--- src/rtl/ahb_lite_pkg.sv ---
// Shared AHB-Lite encodings, master FSM state type and the command legality rule.
package ahb_lite_pkg;

  localparam logic [1:0] HTRANS_IDLE   = 2'b00;
  localparam logic [1:0] HTRANS_BUSY   = 2'b01;
  localparam logic [1:0] HTRANS_NONSEQ = 2'b10;
  localparam logic [1:0] HTRANS_SEQ    = 2'b11;

  localparam logic [1:0] HSIZE_BYTE = 2'd0;
  localparam logic [1:0] HSIZE_HALF = 2'd1;
  localparam logic [1:0] HSIZE_WORD = 2'd2;

  typedef enum logic [1:0] {
    ST_IDLE,
    ST_ADDR,
    ST_DATA,
    ST_ERR
  } state_t;

  // A command is legal when its size is byte/half/word and its address is
  // naturally aligned for that size.
  function automatic logic cmd_legal(input logic [1:0] size, input logic [1:0] addr_lo);
    logic ok;
    ok = 1'b0;
    case (size)
      HSIZE_BYTE: ok = 1'b1;
      HSIZE_HALF: ok = ~addr_lo[0];
      HSIZE_WORD: ok = (addr_lo == 2'b00);
      default:    ok = 1'b0;
    endcase
    return ok;
  endfunction

endpackage

--- src/rtl/ahb_lane_align.sv ---
// Byte-lane steering: replicates narrow write data onto every lane and pulls
// the addressed lane out of read data, zero-extended.
module ahb_lane_align
  import ahb_lite_pkg::*;
(
  input  logic [1:0]  size,
  input  logic [1:0]  addr_lo,
  input  logic [31:0] wdata,
  input  logic [31:0] rdata,
  output logic [31:0] wdata_lanes,
  output logic [31:0] rdata_lane
);

  // Select replication and extraction pattern from transfer size and low address bits
  always_comb begin
    wdata_lanes = wdata;
    rdata_lane  = rdata;
    case (size)
      HSIZE_BYTE: begin
        wdata_lanes = {4{wdata[7:0]}};
        case (addr_lo)
          2'd0:    rdata_lane = {24'h0, rdata[7:0]};
          2'd1:    rdata_lane = {24'h0, rdata[15:8]};
          2'd2:    rdata_lane = {24'h0, rdata[23:16]};
          default: rdata_lane = {24'h0, rdata[31:24]};
        endcase
      end
      HSIZE_HALF: begin
        wdata_lanes = {2{wdata[15:0]}};
        rdata_lane  = addr_lo[1] ? {16'h0, rdata[31:16]} : {16'h0, rdata[15:0]};
      end
      default: begin
        wdata_lanes = wdata;
        rdata_lane  = rdata;
      end
    endcase
  end

endmodule

--- src/rtl/ahb_lite_master.sv ---
// Single-outstanding AHB-Lite initiator: converts one command handshake into
// one bus transfer and returns a single-cycle completion pulse.
module ahb_lite_master
  import ahb_lite_pkg::*;
#(
  parameter int ADDR_WIDTH = 4
) (
  input  logic                  clk,
  input  logic                  n_rst,
  input  logic                  cmd_valid,
  output logic                  cmd_ready,
  input  logic                  cmd_write,
  input  logic [ADDR_WIDTH-1:0] cmd_addr,
  input  logic [1:0]            cmd_size,
  input  logic [31:0]           cmd_wdata,
  output logic                  rsp_valid,
  output logic [31:0]           rsp_rdata,
  output logic                  rsp_error,
  output logic                  hsel,
  output logic [ADDR_WIDTH-1:0] haddr,
  output logic [1:0]            htrans,
  output logic [1:0]            hsize,
  output logic                  hwrite,
  output logic [31:0]           hwdata,
  input  logic [31:0]           hrdata,
  input  logic                  hready,
  input  logic                  hresp
);

  state_t      state;
  logic [31:0] wdata_q;
  logic [31:0] wdata_lanes;
  logic [31:0] rdata_lane;

  // The captured haddr/hsize stay valid through the data phase, so they steer lanes
  ahb_lane_align u_align (
    .size        (hsize),
    .addr_lo     (haddr[1:0]),
    .wdata       (wdata_q),
    .rdata       (hrdata),
    .wdata_lanes (wdata_lanes),
    .rdata_lane  (rdata_lane)
  );

  // Transfer sequencer; every output is a register so the bus sees clean edges
  always_ff @(posedge clk or negedge n_rst) begin
    if (!n_rst) begin
      state     <= ST_IDLE;
      cmd_ready <= 1'b1;
      rsp_valid <= 1'b0;
      rsp_error <= 1'b0;
      rsp_rdata <= '0;
      hsel      <= 1'b0;
      htrans    <= HTRANS_IDLE;
      haddr     <= '0;
      hsize     <= HSIZE_BYTE;
      hwrite    <= 1'b0;
      hwdata    <= '0;
      wdata_q   <= '0;
    end else begin
      rsp_valid <= 1'b0;
      case (state)
        ST_IDLE: begin
          if (cmd_valid) begin
            if (cmd_legal(cmd_size, cmd_addr[1:0])) begin
              state     <= ST_ADDR;
              cmd_ready <= 1'b0;
              hsel      <= 1'b1;
              htrans    <= HTRANS_NONSEQ;
              haddr     <= cmd_addr;
              hsize     <= cmd_size;
              hwrite    <= cmd_write;
              wdata_q   <= cmd_wdata;
            end else begin
              rsp_valid <= 1'b1;
              rsp_error <= 1'b1;
              rsp_rdata <= '0;
            end
          end
        end
        ST_ADDR: begin
          if (hready) begin
            state  <= ST_DATA;
            hsel   <= 1'b0;
            htrans <= HTRANS_IDLE;
            hwdata <= hwrite ? wdata_lanes : '0;
          end
        end
        ST_DATA: begin
          if (hresp) begin
            if (hready) begin
              state     <= ST_IDLE;
              cmd_ready <= 1'b1;
              rsp_valid <= 1'b1;
              rsp_error <= 1'b1;
              rsp_rdata <= '0;
            end else begin
              state <= ST_ERR;
            end
          end else if (hready) begin
            state     <= ST_IDLE;
            cmd_ready <= 1'b1;
            rsp_valid <= 1'b1;
            rsp_error <= 1'b0;
            rsp_rdata <= hwrite ? '0 : rdata_lane;
          end
        end
        ST_ERR: begin
          if (hready) begin
            state     <= ST_IDLE;
            cmd_ready <= 1'b1;
            rsp_valid <= 1'b1;
            rsp_error <= 1'b1;
            rsp_rdata <= '0;
          end
        end
        default: begin
          state     <= ST_IDLE;
          cmd_ready <= 1'b1;
        end
      endcase
    end
  end

endmodule

--- config.mk ---
export PLATFORM = sky130hd
export DESIGN_NAME = ahb_lite_master
export DESIGN_NICKNAME = d
export VERILOG_FILES = /design/src/rtl/ahb_lite_pkg.sv /design/src/rtl/ahb_lane_align.sv /design/src/rtl/ahb_lite_master.sv
export SDC_FILE = /design/constraint.sdc
export NUM_CORES = 1
export LEC_CHECK = 0
export ABC_AREA = 1
export CAP_MARGIN = 5
export CORE_ASPECT_RATIO = 0.7
export CORE_UTILIZATION = 49
export DETAILED_ROUTE_END_ITERATION = 6
export PLACE_DENSITY = 0.81
export SKIP_CTS_REPAIR_TIMING = 1
export SYNTH_ARGS = -nofsm -noshare
export SYNTH_HDL_FRONTEND = slang
export SYNTH_HIERARCHICAL = 1
export SYNTH_SLANG_ARGS = --single-unit
--- constraint.sdc ---
create_clock -name clk -period 1.65 [get_ports clk]
set_input_delay 0.4125 -clock clk [delete_from_list [all_inputs] [get_ports clk]]
set_output_delay 0.4125 -clock clk [all_outputs]
set_load 0.01 [all_outputs]
==> impl_results.md <==
- Sw power: 5.37 mW
- Hold endpoint: cmd_ready
- Initial antenna violation count: 0
- DIE WIDTH: 131 um
- Die area: 0.0122 mm2
- Ratio of cells with drive above 1 in the final layout: 8.61%
- Die Span Y: 92.5 um
- WL/cell: 16.1 um
- NumNets Final: 977
- Dominant synthesized flop cell: dfrtp_1
- Cell family with most CP delay: buffers and inverters
- Fill count: 906
- Crit-path slowest cell: clkdlybuf4s50_1
- RSZ-0062 raised after global routing: no
- Period utilization: 98.4%
- Combinational power share: 48.6%
- GRT Overall Usage: 28.2%
- Row count: 32
- # IOs: 153
- Most Used Layer, Global Route: met1
- Sequential Power Share: 34.9%
- Crit-path max FO: 2
- Worst IR Drop VDD: 0.865 mV
- Post-synth top cells: 259 x nand2_1, 113 x nand3_1, 108 x dfrtp_1
- Setup Viol. Count Final: 0
- HP Class: register to register
- Clock share of power: 16.5%
- Hold_sp: cmd_ready
- EDFF count, synth: 0
- Routed Antenna Nets: 0
- Worst R2R Start: hsize[1]
- Syn Nets: 837
- Crit-path max cell delay: 530 ps
- DRC: 0
- CTS tree: done
- Antenna diodes: 0
- H-tree depth: 3
- Max-Cap Viols: 0
- Peak Freq: 616 MHz
- Hold Path Cell Cnt: 2
- Initial Utilization: 51.2%
- Clock latency on the worst-skew pair: 350 ps
- Routed vias/inst: 5.41
- Total power density per cell area: 1580 mW/mm2
- Status: finished clean
- Area growth syn-to-layout: 39.0%
- Post-Syn Area: 0.00574 mm2
- Post-synth top area share: 47.1%
- Most common cell in the netlist: nand2_1
- Clk root buf: clkbuf_16
- Clk_skew: 6.66 ps
- R2r setup slk: 180 ps
- Top cells by area, synth: dfrtp_1 47%, nand2_1 17%, nand3_1 9.9%, o21ai_0 4.9%, inv_1 4.6%
- Sink Count: 109
- Fraction of registers with async set/reset: 100%
- YS warnings: 6
- Cell Int Power: 7.27 mW
- Type of element launching the critical path: register
- First-pass GRT wire length: 26.6 mm
- Cells along the critical path: clkdlybuf4s50_1
- GRT overflow: 0
- GP Congestion: 0.920
- Synthesized area per cell: 7.54 um2
- Routed via count: 5,726
- Critical Path AT: 1210 ps
- PortBufs: 151
- Worst r2r path cells: 8
- Critical path capture point type: output port
- Setup CP Type: register to output port
- Pin count of the biggest net entering global routing: 47
- Pleak: 5.30 nW
- Worst R2R End: rsp_rdata[13]
- Final WL: 17.0 mm
- Fin crit period: 1620 ps
- Post-synthesis sequential area ratio: 47.6%
- Core region area: 0.0112 mm2
- Critical path buffers and inverters: 1
- Total power: 12.6 mW
- Met2 Use GR: 40.2%
- 1st-pass router iterations: 5
- Fin util: 71.1%
- Gate Count Post-Synth: 761
- Post-synthesis cell type with the largest combined area: dfrtp_1
- Worst path depth: 1
- Net Sw Frac: 42.5%
- Yosys reg bits: 109
- Final HPWL DP: 12.4 mm
- Met3 GRT Util: 5.36%
- Worst Path Required: 1240 ps
- Routing usage on met1: 43.5%
- Detailed Route Iter0 Violations: 515
- Hold Violations, Final: 0
- Clk buf depth: 2
- Slew Limit Fails: 0
- Synth unique cells: 30
- CTS Buf Count: 9
- Number of global-route vias before repair: 5,126
- Clock-pin transition on the worst setup and hold timing paths: 70 ps
==> state kept, by name, indices dropped and copies added, names as in the netlist <==
| register | cells |
|---|---|
| cmd_ready | 1 |
| hsize | 2 |
| wdata_q | 32 |
| htrans | 1 |
| state | 2 |
| rsp_valid | 1 |
| haddr | 4 |
| hwrite | 1 |
| hwdata | 32 |
| rsp_rdata | 32 |
| rsp_error | 1 |
==> stage by stage <==
step | instances | hold WS, ps | instance area (um2) | worst slack [ps] | setup TNS, ps
2_1_floorplan | 761 | 117 | 5740 | 369 | 0
3_5_place_dp | 1041 | 303 | 7480 | -145 | -8360
4_1_cts | 1057 | -72.8 | 7770 | -272 | -1900
6_report | 1059 | 468 | 7980 | 26.4 | 0
3_3_place_gp | 1041 | 301 | 7480 | -82.1 | -5510
5_1_grt | 1059 | 488 | 7980 | 2.49 | 0
==> cell type report <==
type	instances	area [um2]	share of cell area, %
flip-flops and latches	109	2730	34.2
repair buffers	187	2100	26.4
inverters	76	293	3.67
clock inverters	6	43.8	0.549
multi-input cells	518	2370	29.8
clock buffers	10	239	3.00
well taps	153	191	2.40
==> layout by cell type, fill, tap and decap left out, types with 3 or more instances in the layout <==
cell             instances
a21boi_1                 7
buf_12                  11
buf_4                   25
clkbuf_16                9
clkdlybuf4s50_1         76
dfrtp_1                107
dlymetal6s2s_1          74
inv_1                   70
inv_2                    4
inv_6                    4
nand2_1                259
nand3_1                113
nand4_1                  6
nor2_1                  19
nor2_2                   3
nor2_4                   3
o211ai_1                 7
o211ai_2                 4
o21ai_0                 56
o21ai_1                 28
o21ai_2                  4
==> cell families (layout without fill, tap and decap cells) <==
kind of cell,Yosys count,count (layout),share of synthesized area [%]
flip-flops,109,109,47.6
other,1,1,0.0654
buffers and inverters,134,279,11.2
AND/OR/NAND/NOR,409,409,30.4
AO/OA/AOI/OAI,108,108,10.8
==> layer usage <==
metal / part of all wire [%] / up-vias
met3: 9.3 / 16
met5: 0 / -
met4: 1.1 / 0
li1: - / 2702
met2: 42 / 322
met1: 47 / 2686
==> worst max-delay path by stage <==
stage                 from       endpoint  slack [ps]
2_1_floorplan     hsize[1]  rsp_rdata[15]         370
3_3_place_gp   cmd_addr[0]     wdata_q[7]         -80
3_5_place_dp   cmd_addr[0]    wdata_q[12]        -150
4_1_cts           haddr[1]       haddr[1]        -270
5_1_grt          rsp_valid      rsp_valid           2
6_report        hwdata[20]     hwdata[20]          30
==> power groups by stage <==
stage          combinational [mW]  sequential (mW)  clock [mW]
6_report                     6.15             4.41        2.08
5_1_grt                      6.78             4.53        2.21
4_1_cts                      6.17             4.40        2.11
3_5_place_dp                 6.14             4.44           0
3_3_place_gp                 5.98             4.41           0
2_1_floorplan                3.57             4.50           0
Power figures use the tool's default switching activity.
